--- src/rtl/sync_fifo_pkg.sv ---
// ---------------------------------------------------------------------------
// sync_fifo_pkg
// Shared definitions for the parametrised synchronous FIFO:
//   - ptr_width / cnt_width : sizing helpers for read/write pointers and the
//                             occupancy counter
//   - next_ptr              : pointer increment that wraps DEPTH-1 -> 0, so
//                             non-power-of-two depths work
//   - fifo_status_t         : the registered per-edge status pulses
//                             (wr_ack, overflow, underflow)
// ---------------------------------------------------------------------------
package sync_fifo_pkg;

  typedef struct packed {
    logic wr_ack;
    logic overflow;
    logic underflow;
  } fifo_status_t;

  // Address width needed to index DEPTH entries (at least one bit).
  function automatic int ptr_width(input int depth);
    return (depth > 1) ? $clog2(depth) : 1;
  endfunction

  // Counter width must hold every value 0..DEPTH inclusive.
  function automatic int cnt_width(input int depth);
    return (depth > 0) ? $clog2(depth + 1) : 1;
  endfunction

  // Wrapping increment; the wrap is explicit so DEPTH need not be 2**n.
  function automatic int unsigned next_ptr(input int unsigned ptr,
                                           input int unsigned depth);
    return (ptr >= depth - 1) ? 0 : ptr + 1;
  endfunction

endpackage

--- src/rtl/sync_fifo_mem.sv ---
// ---------------------------------------------------------------------------
// sync_fifo_mem
// DEPTH x DATA_W simple dual-port storage for the FIFO. One synchronous
// write port and one asynchronous read port, so the FIFO top can either
// register the read word (standard mode) or present it directly (FWFT).
// Contents are intentionally not reset.
// Ports:
//   clk      in  clock
//   wr_en    in  write strobe (already qualified by the FIFO accept logic)
//   wr_addr  in  write address
//   wr_data  in  write data
//   rd_addr  in  read address
//   rd_data  out word currently stored at rd_addr
// ---------------------------------------------------------------------------
module sync_fifo_mem #(
  parameter int DATA_W = 8,
  parameter int DEPTH  = 16,
  parameter int PTR_W  = 4
) (
  input  logic              clk,
  input  logic              wr_en,
  input  logic [PTR_W-1:0]  wr_addr,
  input  logic [DATA_W-1:0] wr_data,
  input  logic [PTR_W-1:0]  rd_addr,
  output logic [DATA_W-1:0] rd_data
);

  logic [DATA_W-1:0] mem [DEPTH];

  // Storage write: only accepted writes reach this strobe.
  always_ff @(posedge clk) begin
    if (wr_en) begin
      mem[wr_addr] <= wr_data;
    end
  end

  assign rd_data = mem[rd_addr];

endmodule

--- src/rtl/sync_fifo_param.sv ---
// ---------------------------------------------------------------------------
// sync_fifo_param
// Parametrised single-clock FIFO with programmable almost-full/almost-empty
// thresholds, exported occupancy and standard or first-word-fall-through
// read mode.
// Parameters:
//   DATA_W    data width
//   DEPTH     number of entries (any value >= 2)
//   AF_LEVEL  almost_full  when count >= AF_LEVEL
//   AE_LEVEL  almost_empty when count <= AE_LEVEL
//   FWFT      0: data_out registered on an accepted read
//             1: head word shown combinationally, rd_en pops it
// Ports:
//   clk, rst_n (async active-low)
//   wr_en, data_in               write side
//   rd_en, data_out              read side
//   wr_ack, overflow, underflow  registered pulses for the previous edge
//   full, empty, almost_full, almost_empty, count  occupancy status
// Optional build macro:
//   SYNC_FIFO_SVA_EN  compiles in embedded concurrent assertions; the logic
//                     is identical with or without it.
// ---------------------------------------------------------------------------
module sync_fifo_param
  import sync_fifo_pkg::*;
#(
  parameter int DATA_W   = 8,
  parameter int DEPTH    = 16,
  parameter int AF_LEVEL = DEPTH - 1,
  parameter int AE_LEVEL = 1,
  parameter int FWFT     = 0
) (
  input  logic                         clk,
  input  logic                         rst_n,
  input  logic                         wr_en,
  input  logic [DATA_W-1:0]            data_in,
  input  logic                         rd_en,
  output logic [DATA_W-1:0]            data_out,
  output logic                         wr_ack,
  output logic                         overflow,
  output logic                         underflow,
  output logic                         full,
  output logic                         empty,
  output logic                         almost_full,
  output logic                         almost_empty,
  output logic [cnt_width(DEPTH)-1:0]  count
);

  localparam int PTR_W = ptr_width(DEPTH);
  localparam int CNT_W = cnt_width(DEPTH);

  localparam logic [CNT_W-1:0] DEPTH_C = CNT_W'(DEPTH);
  localparam logic [CNT_W-1:0] AF_C    = CNT_W'(AF_LEVEL);
  localparam logic [CNT_W-1:0] AE_C    = CNT_W'(AE_LEVEL);
  localparam logic [CNT_W-1:0] CNT_ONE = CNT_W'(1);

  logic [PTR_W-1:0]  wr_ptr;
  logic [PTR_W-1:0]  rd_ptr;
  logic [CNT_W-1:0]  count_q;
  logic [DATA_W-1:0] head_data;
  logic              wr_accept;
  logic              rd_accept;
  fifo_status_t      status_d;
  fifo_status_t      status_q;

  // Flags come straight from the registered count, so they never depend on
  // the same-cycle request inputs.
  assign full         = (count_q == DEPTH_C);
  assign empty        = (count_q == '0);
  assign almost_full  = (count_q >= AF_C);
  assign almost_empty = (count_q <= AE_C);
  assign count        = count_q;

  // A request is honoured only against the pre-edge state: a write into a
  // full FIFO is refused even if a read drains a slot on the same edge, and
  // a read of an empty FIFO is refused even if a write lands on that edge.
  assign wr_accept = wr_en & ~full;
  assign rd_accept = rd_en & ~empty;

  // Status pulses describing what the coming edge does with the requests.
  always_comb begin
    status_d           = '0;
    status_d.wr_ack    = wr_accept;
    status_d.overflow  = wr_en & full;
    status_d.underflow = rd_en & empty;
  end

  assign wr_ack    = status_q.wr_ack;
  assign overflow  = status_q.overflow;
  assign underflow = status_q.underflow;

  sync_fifo_mem #(
    .DATA_W (DATA_W),
    .DEPTH  (DEPTH),
    .PTR_W  (PTR_W)
  ) u_mem (
    .clk     (clk),
    .wr_en   (wr_accept),
    .wr_addr (wr_ptr),
    .wr_data (data_in),
    .rd_addr (rd_ptr),
    .rd_data (head_data)
  );

  // Pointer, occupancy and status registers. Reset discards everything
  // stored by returning both pointers and the count to zero.
  always_ff @(posedge clk or negedge rst_n) begin
    if (!rst_n) begin
      wr_ptr   <= '0;
      rd_ptr   <= '0;
      count_q  <= '0;
      status_q <= '0;
    end else begin
      status_q <= status_d;
      if (wr_accept) begin
        wr_ptr <= PTR_W'(next_ptr(32'(wr_ptr), DEPTH));
      end
      if (rd_accept) begin
        rd_ptr <= PTR_W'(next_ptr(32'(rd_ptr), DEPTH));
      end
      unique case ({wr_accept, rd_accept})
        2'b10:   count_q <= count_q + CNT_ONE;
        2'b01:   count_q <= count_q - CNT_ONE;
        default: count_q <= count_q;
      endcase
    end
  end

  generate
    if (FWFT != 0) begin : g_fwft
      // The head word is shown as soon as it exists; forcing zero while
      // empty keeps the output free of stale memory contents.
      assign data_out = empty ? '0 : head_data;
    end else begin : g_std
      logic [DATA_W-1:0] dout_q;

      // Standard mode: the popped word appears one edge after rd_en and is
      // held until the next accepted read.
      always_ff @(posedge clk or negedge rst_n) begin
        if (!rst_n) begin
          dout_q <= '0;
        end else if (rd_accept) begin
          dout_q <= head_data;
        end
      end

      assign data_out = dout_q;
    end
  endgenerate

`ifdef SYNC_FIFO_SVA_EN
  // Refused accesses must leave the corresponding pointer untouched, and
  // the count too when nothing else was accepted on that edge.
  a_wr_reject_ptr : assert property (@(posedge clk) disable iff (!rst_n)
    (wr_en && full) |=> $stable(wr_ptr));
  a_rd_reject_ptr : assert property (@(posedge clk) disable iff (!rst_n)
    (rd_en && empty) |=> $stable(rd_ptr));
  a_wr_reject_cnt : assert property (@(posedge clk) disable iff (!rst_n)
    (wr_en && full && !rd_en) |=> $stable(count_q));
  a_rd_reject_cnt : assert property (@(posedge clk) disable iff (!rst_n)
    (rd_en && empty && !wr_en) |=> $stable(count_q));
  a_cnt_bound : assert property (@(posedge clk) disable iff (!rst_n)
    count_q <= DEPTH_C);
  a_full_empty : assert property (@(posedge clk) disable iff (!rst_n)
    !(full && empty));
  a_ack_ovf : assert property (@(posedge clk) disable iff (!rst_n)
    !(wr_ack && overflow));
  a_reset_cnt : assert property (@(posedge clk)
    $fell(rst_n) |=> (count_q == '0));
`else
`endif

endmodule

--- config.mk ---
export PLATFORM = sky130hd
export DESIGN_NAME = sync_fifo_param
export DESIGN_NICKNAME = d
export VERILOG_FILES = /design/src/rtl/sync_fifo_pkg.sv /design/src/rtl/sync_fifo_mem.sv /design/src/rtl/sync_fifo_param.sv
export SDC_FILE = /design/constraint.sdc
export NUM_CORES = 1
export LEC_CHECK = 0
export BUFFER_PORTS_ARGS = -buffer_cell sky130_fd_sc_hd__buf_2
export CORE_MARGIN = 5
export CORE_UTILIZATION = 55
export DETAILED_ROUTE_END_ITERATION = 10
export PLACE_DENSITY = 0.73
export SLEW_MARGIN = 30
export SYNTH_ARGS = -nofsm -noshare
export SYNTH_HDL_FRONTEND = slang
export SYNTH_SLANG_ARGS = --single-unit
--- constraint.sdc ---
create_clock -name clk -period 6.1 [get_ports clk]
set_input_delay 0 -clock clk [delete_from_list [all_inputs] [get_ports clk]]
set_output_delay 0 -clock clk [all_outputs]
set_load 0.05 [all_outputs]
Word-level counts from Yosys, hierarchy flattened
Memories as Yosys holds them, arrays and structs flattened. A register that Yosys moved wholly into a read port is not among the register bits.
Cells that the tools add are included.
{"block": "op_classes", "n_eq_ne": 3, "bitwise": 6, "n_mux": 5, "n_lt_le_gt_ge": 4, "n_reduce_logical": 3, "n_addsub": 4}
{"op": "$pmux W5 S2", "n": 1}
{"op": "$add A4 B1 Y4 const B", "n": 2}
{"op": "$ge A4 B4 Y1 const B", "n": 2}
{"op": "$mux W4", "n": 2}
{"op": "$add A5 B1 Y5 const B", "n": 1}
{"op": "$eq A5 B5 Y1 const B", "n": 1}
{"op": "$ge A5 B4 Y1 const B", "n": 1}
{"op": "$le A5 B1 Y1 const B", "n": 1}
{"op": "$logic_not A5 Y1", "n": 1}
{"op": "$sub A5 B1 Y5 const B", "n": 1}
{"op": "$and A1 B1 Y1", "n": 4}
{"op": "$eq A2 B1 Y1 const B", "n": 1}
{"op": "$eq A2 B2 Y1 const B", "n": 1}
{"op": "$mux W1", "n": 2}
{"op": "$not A1 Y1", "n": 2}
{"op": "$reduce_bool A2 Y1", "n": 1}
{"op": "$logic_not A1 Y1", "n": 1}
{"block": "word_totals", "mem_count": 1, "inputBits": 12, "mem_bits_rw": 128, "output_inout_bits": 20, "regBits": 16, "wordCells": 32}
{"name": "u_mem.mem", "depth": 16, "width": 8, "rd": 1, "rd_ports_with_merged_regs": 1, "wr": 1, "line": "sync_fifo_mem.sv:28", "rtl": "logic [DATA_W-1:0] mem [DEPTH];"}

Logic depth before layout (Yosys ltp)
Gate-level depths: netlist of run 1.
{"block": "logic_depth", "word_depth": 5, "depth_mapped": 11}

Hierarchy
From an unflattened synthesis of run 1, not the netlist that was laid out.
{"block": "unflattened", "hier_cells": 320, "area_unflattened_um2": 6226.0}
{"mod": "sync_fifo_mem", "n_inst": 1, "seq_area_each_um2": 3843.7, "cells_per_inst": 221, "area_per_inst_um2": 4987.3}
{"mod": "sync_fifo_param", "n_inst": 1, "seq_area_each_um2": 600.6, "cells_per_inst": 99, "area_per_inst_um2": 1238.7}

Worst setup path after synthesis of run 1
OpenSTA, ideal clock, no wires.
{"block": "synth_timing", "path_kind": "register -> register", "start": "register count_q[0] (netlist: count[0])", "end": "memory u_mem.mem[6][0] (enable)", "slack_ns": 3.226, "period_less_slack_ns": 2.874, "required_time_ns": 5.715, "path_stages_with_launch": 6, "t_arrival_ns": 2.489, "path_buffers": 0, "setup_time_ns": 0.385, "cell_sequence": "dfrtp_1 -> inv_1 -> ha_1 -> and4bb_2 -> nand3b_1 -> nor3b_1"}
{"block": "synth_via", "elab_chain_cells": 5}
{"item": "start, declared", "line": "sync_fifo_param.sv:58", "rtl": "logic [CNT_W-1:0] count_q;"}
{"item": "start signal, assigned", "line": "sync_fifo_param.sv:121", "rtl": "2'b10: count_q <= count_q + CNT_ONE;"}
{"item": "start signal, assigned", "line": "sync_fifo_param.sv:122", "rtl": "2'b01: count_q <= count_q - CNT_ONE;"}
{"item": "start signal, assigned", "line": "sync_fifo_param.sv:123", "rtl": "default: count_q <= count_q;"}
{"item": "$eq A5 B5 Y1", "line": "sync_fifo_param.sv:67", "rtl": "assign full = (count_q == DEPTH_C);"}
{"item": "named net full", "line": "sync_fifo_param.sv:41", "rtl": "output logic full,"}
{"item": "$not A1 Y1", "line": "sync_fifo_param.sv:76", "rtl": "assign wr_accept = wr_en & ~full;"}
{"item": "$and A1 B1 Y1", "line": "sync_fifo_param.sv:76"}
{"item": "$mux W1", "line": "sync_fifo_mem.sv:32", "rtl": "if (wr_en) begin"}
{"item": "$mux W1 (implied by the code)", "line": "sync_fifo_mem.sv:33", "rtl": "mem[wr_addr] <= wr_data;"}
{"item": "end, declared", "line": "sync_fifo_mem.sv:28"}
The timed path passes the listed nets, and every way through them passes these cells.

Worst setup path after layout of run 1
{"block": "layout_timing", "start": "register count_q[0] (netlist: count[0])", "end": "memory u_mem.mem[15][2] (enable)"}
{"block": "layout_via", "elab_chain_cells": 5}
{"item": "$eq A5 B5 Y1", "line": "sync_fifo_param.sv:67"}
{"item": "$not A1 Y1", "line": "sync_fifo_param.sv:76"}
{"item": "$and A1 B1 Y1", "line": "sync_fifo_param.sv:76"}
{"item": "$mux W1", "line": "sync_fifo_mem.sv:32"}
{"item": "$mux W1 (implied by the code)", "line": "sync_fifo_mem.sv:33"}
Every way passes these cells.

==> results of run 1 <==
path summary, 6_finish.rpt:
path,to,slack [ns],cells after the start
max in group asynchronous,rd_ptr[2]$_DFFE_PN0P_,5.56,2
min reg2reg,data_out[1]$_DFFE_PN0P_,0.55,2
min in group asynchronous,count[2]$_DFFE_PN0P_,0.13,2
min,u_mem.mem[1][7]$_DFFE_PP_,0.01,1
max,u_mem.mem[15][2]$_DFFE_PP_,3.45,6
max reg2reg,u_mem.mem[15][2]$_DFFE_PP_,3.45,6
metal layers:
metal  vias up  wire length [um]  global-route usage  share of wire
met5         -                 0                   0              0
met4         0               142             0.05963          0.012
met3        11               653             0.05492          0.057
met2        94              5792              0.2981           0.50
met1      1648              4936              0.2401           0.43
li1       1558                 -                   -              -
logic make-up (layout without fill, tap and decap cells):
kind of cell,count (synthesis),count (layout),synth area share
fa+ha+maj,11,11,0.02198
buf+inv,29,83,0.03017
mux,59,59,0.1107
flops,152,152,0.7097
compound gates,55,55,0.05854
xor+xnor,6,6,0.008392
simple gates,66,66,0.06054
placed cells by master, fill, tap and decap left out, drive strengths merged, types with 5 or more instances in the layout:
cell         instances
a31oi               10
nand2                7
buf                 35
mux4                 8
dlygate4sd3         10
o22ai               17
dfrtp               24
clkinv               5
edfxtp             128
nor2                23
a221oi               8
ha                  11
and3                 9
clkinvlp             5
clkbuf              18
mux2i               49
inv                  8
o21ai               12
cell type report:
| type | count | area [um^2] | share of cell area |
|---|---|---|---|
| tap | 143 | 178.9 | 0.02496 |
| multi-input combinational | 197 | 1657 | 0.2311 |
| inverter | 6 | 22.52 | 0.003142 |
| clock buffer | 18 | 429.2 | 0.05987 |
| sequential | 152 | 4444 | 0.6200 |
| clock inverter | 14 | 151.4 | 0.02112 |
| timing repair buffer | 45 | 285.3 | 0.03980 |
per-stage QoR:
stage	setup slack, ns	std cells	hold slack [ns]	util
floorplan	3.226	378	-0.2956	-
global placement	3.365	533	0.02492	0.5731
detailed placement	3.206	533	0.04091	0.5735
CTS	3.183	574	0.005933	0.6330
global route	3.240	575	0.005455	0.6359
finish	3.452	575	0.01422	0.6359
power by group:
| part | leakage (nW) | total [mW] | internal (mW) | switching [mW] |
|---|---|---|---|---|
| Combinational | 0.921 | 1.08 | 0.392 | 0.691 |
| Sequential | 1.44 | 1.38 | 1.28 | 0.108 |
| Clock | 0.269 | 1.00 | 0.604 | 0.398 |
| Total | 2.63 | 3.47 | 2.27 | 1.20 |
registers in the layout, indices dropped and copies added, names as in the netlist:
name and cells:
data_out 8, wr_ack 1, rd_ptr 4, u_mem.mem 128, wr_ptr 4, count 5
underflow 1, overflow 1
==> flow_metrics.tcl, run 1 <==
set metrics [dict create \
    fin_area_um2 7168 \
    status "complete, no violations" \
    design.portCount 32 \
    holdBufCountCts 9 \
    syn-num-nets 401 \
    hold_path.class "in -> reg" \
    synth_seq_area_share 0.7097 \
    maxSlewViolCount 0 \
    core_um2 11270 \
    drt-total-wl_um 11530 \
    dp_hpwl_um 7485 \
    clock_latency_ns 0.41 \
    path_class "reg -> reg" \
    place.gp.congestion 0.8157 \
    synth_top_area_cell "edfxtp_1" \
    clk_pin_slew_worst_paths_ns 0.06 \
    hold_viol 0 \
    post-cts-setup-buffers 0 \
    htree_levels 4 \
    start_util 0.5556 \
    die_y_um 116.7 \
    nNetsFinal 442 \
    synthFlopType "edfxtp_1" \
    cp_num_buf_inv 1 \
    setup_viol 0 \
    cts_made_buffers 17 \
    syn_inst 378 \
    clock_path_buffers 2 \
    synth_cell_types 47 \
    ys_ff_latch 152 \
    powerDensity_nw_per_um2 483.9 \
    ys_top_cells_by_area "edfxtp_1 61%, dfrtp_1 9.6%, mux2i_1 7.8%, mux4_2 2.9%, ha_1 2.2%" \
    synth_area_per_cell_um2 16.57 \
    ant_nets 0 \
    die_area_um2 13620 \
    tightest_slew_ns 0.6698 \
    crit_path_start "count[0]$_DFFE_PN0P_" \
    synthArstFlopShare 0.1579 \
    path_cells "inv_1 > ha_1 > and4bb_2 > nor2b_4 > nand2_1 > nor2_1" \
    overflow 0 \
    synth_warnings 0 \
    netlist_top_cells_count "128 x edfxtp_1, 49 x mux2i_1, 24 x dfrtp_1" \
    synth_top_area_frac 0.6138 \
    area_delta_synth_final_pct 14.47 \
    cts_tree "yes" \
    min_from "data_in[7]" \
    grt_usage 0.1837 \
    drive_above_1_share 0.2037 \
    port_buffers 31 \
    ir_drop_mv 0.3878 \
    via_per_inst 5.758 \
    grt_setup_unrepaired "no" \
    max_freq_mhz 377.6 \
    grt_pass1_wl_um 18020 \
    drc 0 \
    end_kind "flip-flop" \
    arrival_ns 2.69 \
    tns_ns 0 \
    finalPower_mw 3.469 \
    antenna_found_initial 0 \
    cts_sinks 152 \
    netlist_area_um2 6262 \
    cp_top_family "simple AND/OR/NAND/NOR gates" \
    slew_headroom 0.5518 \
    root_buffer "clkbuf_16" \
    grt_max_degree 33 \
    critical_path_peak_fanout 17 \
    fin_crit_ns 2.648 \
    synth_most_common_cell "edfxtp_1" \
    wl_per_cell_um 20.04 \
    vias 3311 \
    drt_first_pass_iters 5 \
    fin_skew_ns 0.007542 \
    first_iter_violations 239 \
    synth_edf_count 128 \
    place_area_um2 6465 \
    cap_violations 0 \
    crit_path_start_kind "flip-flop" \
    die_w_um 116.7 \
    fill_cells 787 \
    rows 39 \
    grt_pass1_vias 3374 \
    worstReg2RegStart "count[0]$_DFFE_PN0P_" \
    diodes 0 \
    fin_crit_sh 0.4341 \
    cellLeakagePower_nw 2.631 \
    cp_slowest_stage_delay_ns 0.58 \
    cts_resized 0 \
    required_ns 6.14 \
    critPathSlowestCell "nor2_1" \
]
Power figures use the tool's default switching activity.
==> run 2: changes to the inputs <==
Settings changed: PLACE_DENSITY 0.73 to 0.76.
Clock period 6.1 ns to 2.2 ns, I/O delays scaled along.
==> run 2 against run 1 <==
Effect of this change: sequential cell count is the same; sequential share of layout area fell by 0.52 points; routed wire length grew 6.9%; clock power rose to 2.8 times the previous value; global-route usage rose by 0.86 points; sequential power increased to 2.8 times the previous value; via count is 4.4% higher; fmax up 27%; first-iteration DRC count is 49% higher; largest power group unchanged.
==> flow_metrics.tcl, run 2 (synthesis gave the netlist of run 1 again) <==
set metrics [dict create \
    grt_use_met2 0.2909 \
    area_delta_synth_final_pct 15.52 \
    antenna_found_initial 0 \
    arrival_ns 2.16 \
    hold_viol 0 \
    drt_first_pass_iters 5 \
    critical_path_peak_fanout 13 \
    seqPwrFrac 0.397 \
    tightest_slew_ns 0.6836 \
    switching_power_mw 3.517 \
    root_buffer "clkbuf_16" \
    cp_slowest_stage_delay_ns 0.45 \
    vias 3457 \
    cts_made_buffers 17 \
    fin_area_um2 7234 \
    cp_num_buf_inv 2 \
    final.setup.worst_slack_ns 0.1112 \
    switching_share 0.3565 \
    largest_reg_flops 128 \
    post-place-ws_ns 0.1142 \
    via_per_inst 5.991 \
    fin_crit_ns 2.089 \
    post-route-util 0.6418 \
    grt_max_degree 31 \
    clock_latency_ns 0.41 \
    maxSlewViolCount 0 \
    die_area_um2 13620 \
    hold_path.class "in -> reg" \
    required_ns 2.27 \
    fin_skew_ns 0.01033 \
    whs_ns 0.01643 \
    finalPower_mw 9.866 \
    p_int_mw 6.349 \
    path_class "reg -> reg" \
    setup_viol 0 \
    wl_per_cell_um 21.35 \
    place.gp.congestion 0.7802 \
    powerDensity_nw_per_um2 1364 \
    diodes 0 \
    grt_pass1_wl_um 18820 \
    end_kind "flip-flop" \
    grt_pass1_vias 3350 \
    die_y_um 116.7 \
    drt-total-wl_um 12320 \
    clock_path_buffers 2 \
    largest-register "u_mem.mem" \
    core_um2 11270 \
    grt_util_met1 0.2751 \
    first_iter_violations 356 \
    cts_sinks 152 \
    slew_headroom 0.5442 \
    die_w_um 116.7 \
    mostFrequentLayoutCells "128 x edfxtp_1, 49 x mux2i_1, 31 x buf_2" \
    clock_power_share 0.283 \
    drive_above_1_share 0.2488 \
    htree_levels 4 \
    start_util 0.5556 \
    clk_pin_slew_worst_paths_ns 0.07 \
    max_freq_mhz 478.7 \
    p_comb_frac 0.319 \
    status "complete, no violations" \
    grt_setup_unrepaired "no" \
    cap_violations 0 \
    overflow 0 \
    rows 39 \
    fill_cells 762 \
    reg2reg_slack_ns 0.11 \
    drc 0 \
    grt_usage 0.1924 \
    design.portCount 32 \
    busiest_layer "met2" \
    critPathSlowestCell "dfrtp_2" \
    cts_tree "yes" \
    port_buffers 31 \
    ant_nets 0 \
    dp_hpwl_um 8079 \
    met3_usage 0.04352 \
    crit_path_start_kind "flip-flop" \
    place_area_um2 6611 \
    cp_top_family "simple AND/OR/NAND/NOR gates" \
    ir_drop_mv 1.100 \
    cellLeakagePower_nw 2.663 \
    nNetsFinal 444 \
    final_common_cell "edfxtp_1" \
    path_cells "inv_2 > ha_4 > and4bb_4 > nor2b_4 > buf_4 > and4_1" \
    fin_crit_sh 0.9495 \
]
run 2: cell types whose count changed in the layout (fill, tap and decap cells not counted), moves of 3 or more:
cell and delta:
dfrtp_2 +3, dlygate4sd3_1 -7, inv_6 +5, clkinvlp_4 -3, inv_8 +3, buf_4 +7
dfrtp_1 -3
run 2: path summary, 6_finish.rpt:
kind | start | endpoint | cells past startpoint
max | count[0]$_DFFE_PN0P_ | u_mem.mem[13][5]$_DFFE_PP_ | 6
max in group asynchronous | rst_n | count[1]$_DFFE_PN0P_ | 2
max reg2reg | count[0]$_DFFE_PN0P_ | u_mem.mem[13][5]$_DFFE_PP_ | 6
min reg2reg | data_out[1]$_DFFE_PN0P_ | data_out[1]$_DFFE_PN0P_ | 2
min in group asynchronous | rst_n | count[3]$_DFFE_PN0P_ | 2
min | data_in[7] | u_mem.mem[11][7]$_DFFE_PP_ | 1
run 2: layout make-up:
cell class              instances  area, um^2  share of cell area
clock buffers                  17       425.4             0.05880
clock inverters                15       152.6             0.02110
inverters                       6       22.52            0.003113
multi-input cells             197        1699              0.2349
flip-flops and latches        152        4448              0.6148
well taps                     143       178.9             0.02473
repair buffers                 47       307.8             0.04255
run 2: power groups by stage:
| stage | Sequential [mW] | Clock, mW | Combinational [mW] |
|---|---|---|---|
| 2_1_floorplan | 4.20 | 0 | 2.17 |
| 3_3_place_gp | 3.94 | 0 | 3.04 |
| 3_5_place_dp | 3.97 | 0 | 3.12 |
| 4_1_cts | 3.92 | 2.84 | 3.15 |
| 5_1_grt | 3.96 | 2.96 | 3.38 |
| 6_report | 3.92 | 2.79 | 3.15 |
run 2: repair_timing:
action / 4_1_cts / 5_1_grt
hold buffers: 3 / 0
hold endpoints to repair: 26 / 0
setup endpoints to repair: 0 / 32
setup buffers: 0 / 1
gates resized for setup: 0 / 3
run 2: per-layer routing:
metal,part of all wire,vias to the layer above
li1,-,1557
met1,0.43,1717
met2,0.47,163
met3,0.078,20
met4,0.022,0
met5,0,-
run 2: per-stage QoR:
step	TNS (ns)	cells
detailed placement	0	541
CTS	0	576
global placement	0	541
floorplan	-1.473	378
finish	0	577
global route	0	577
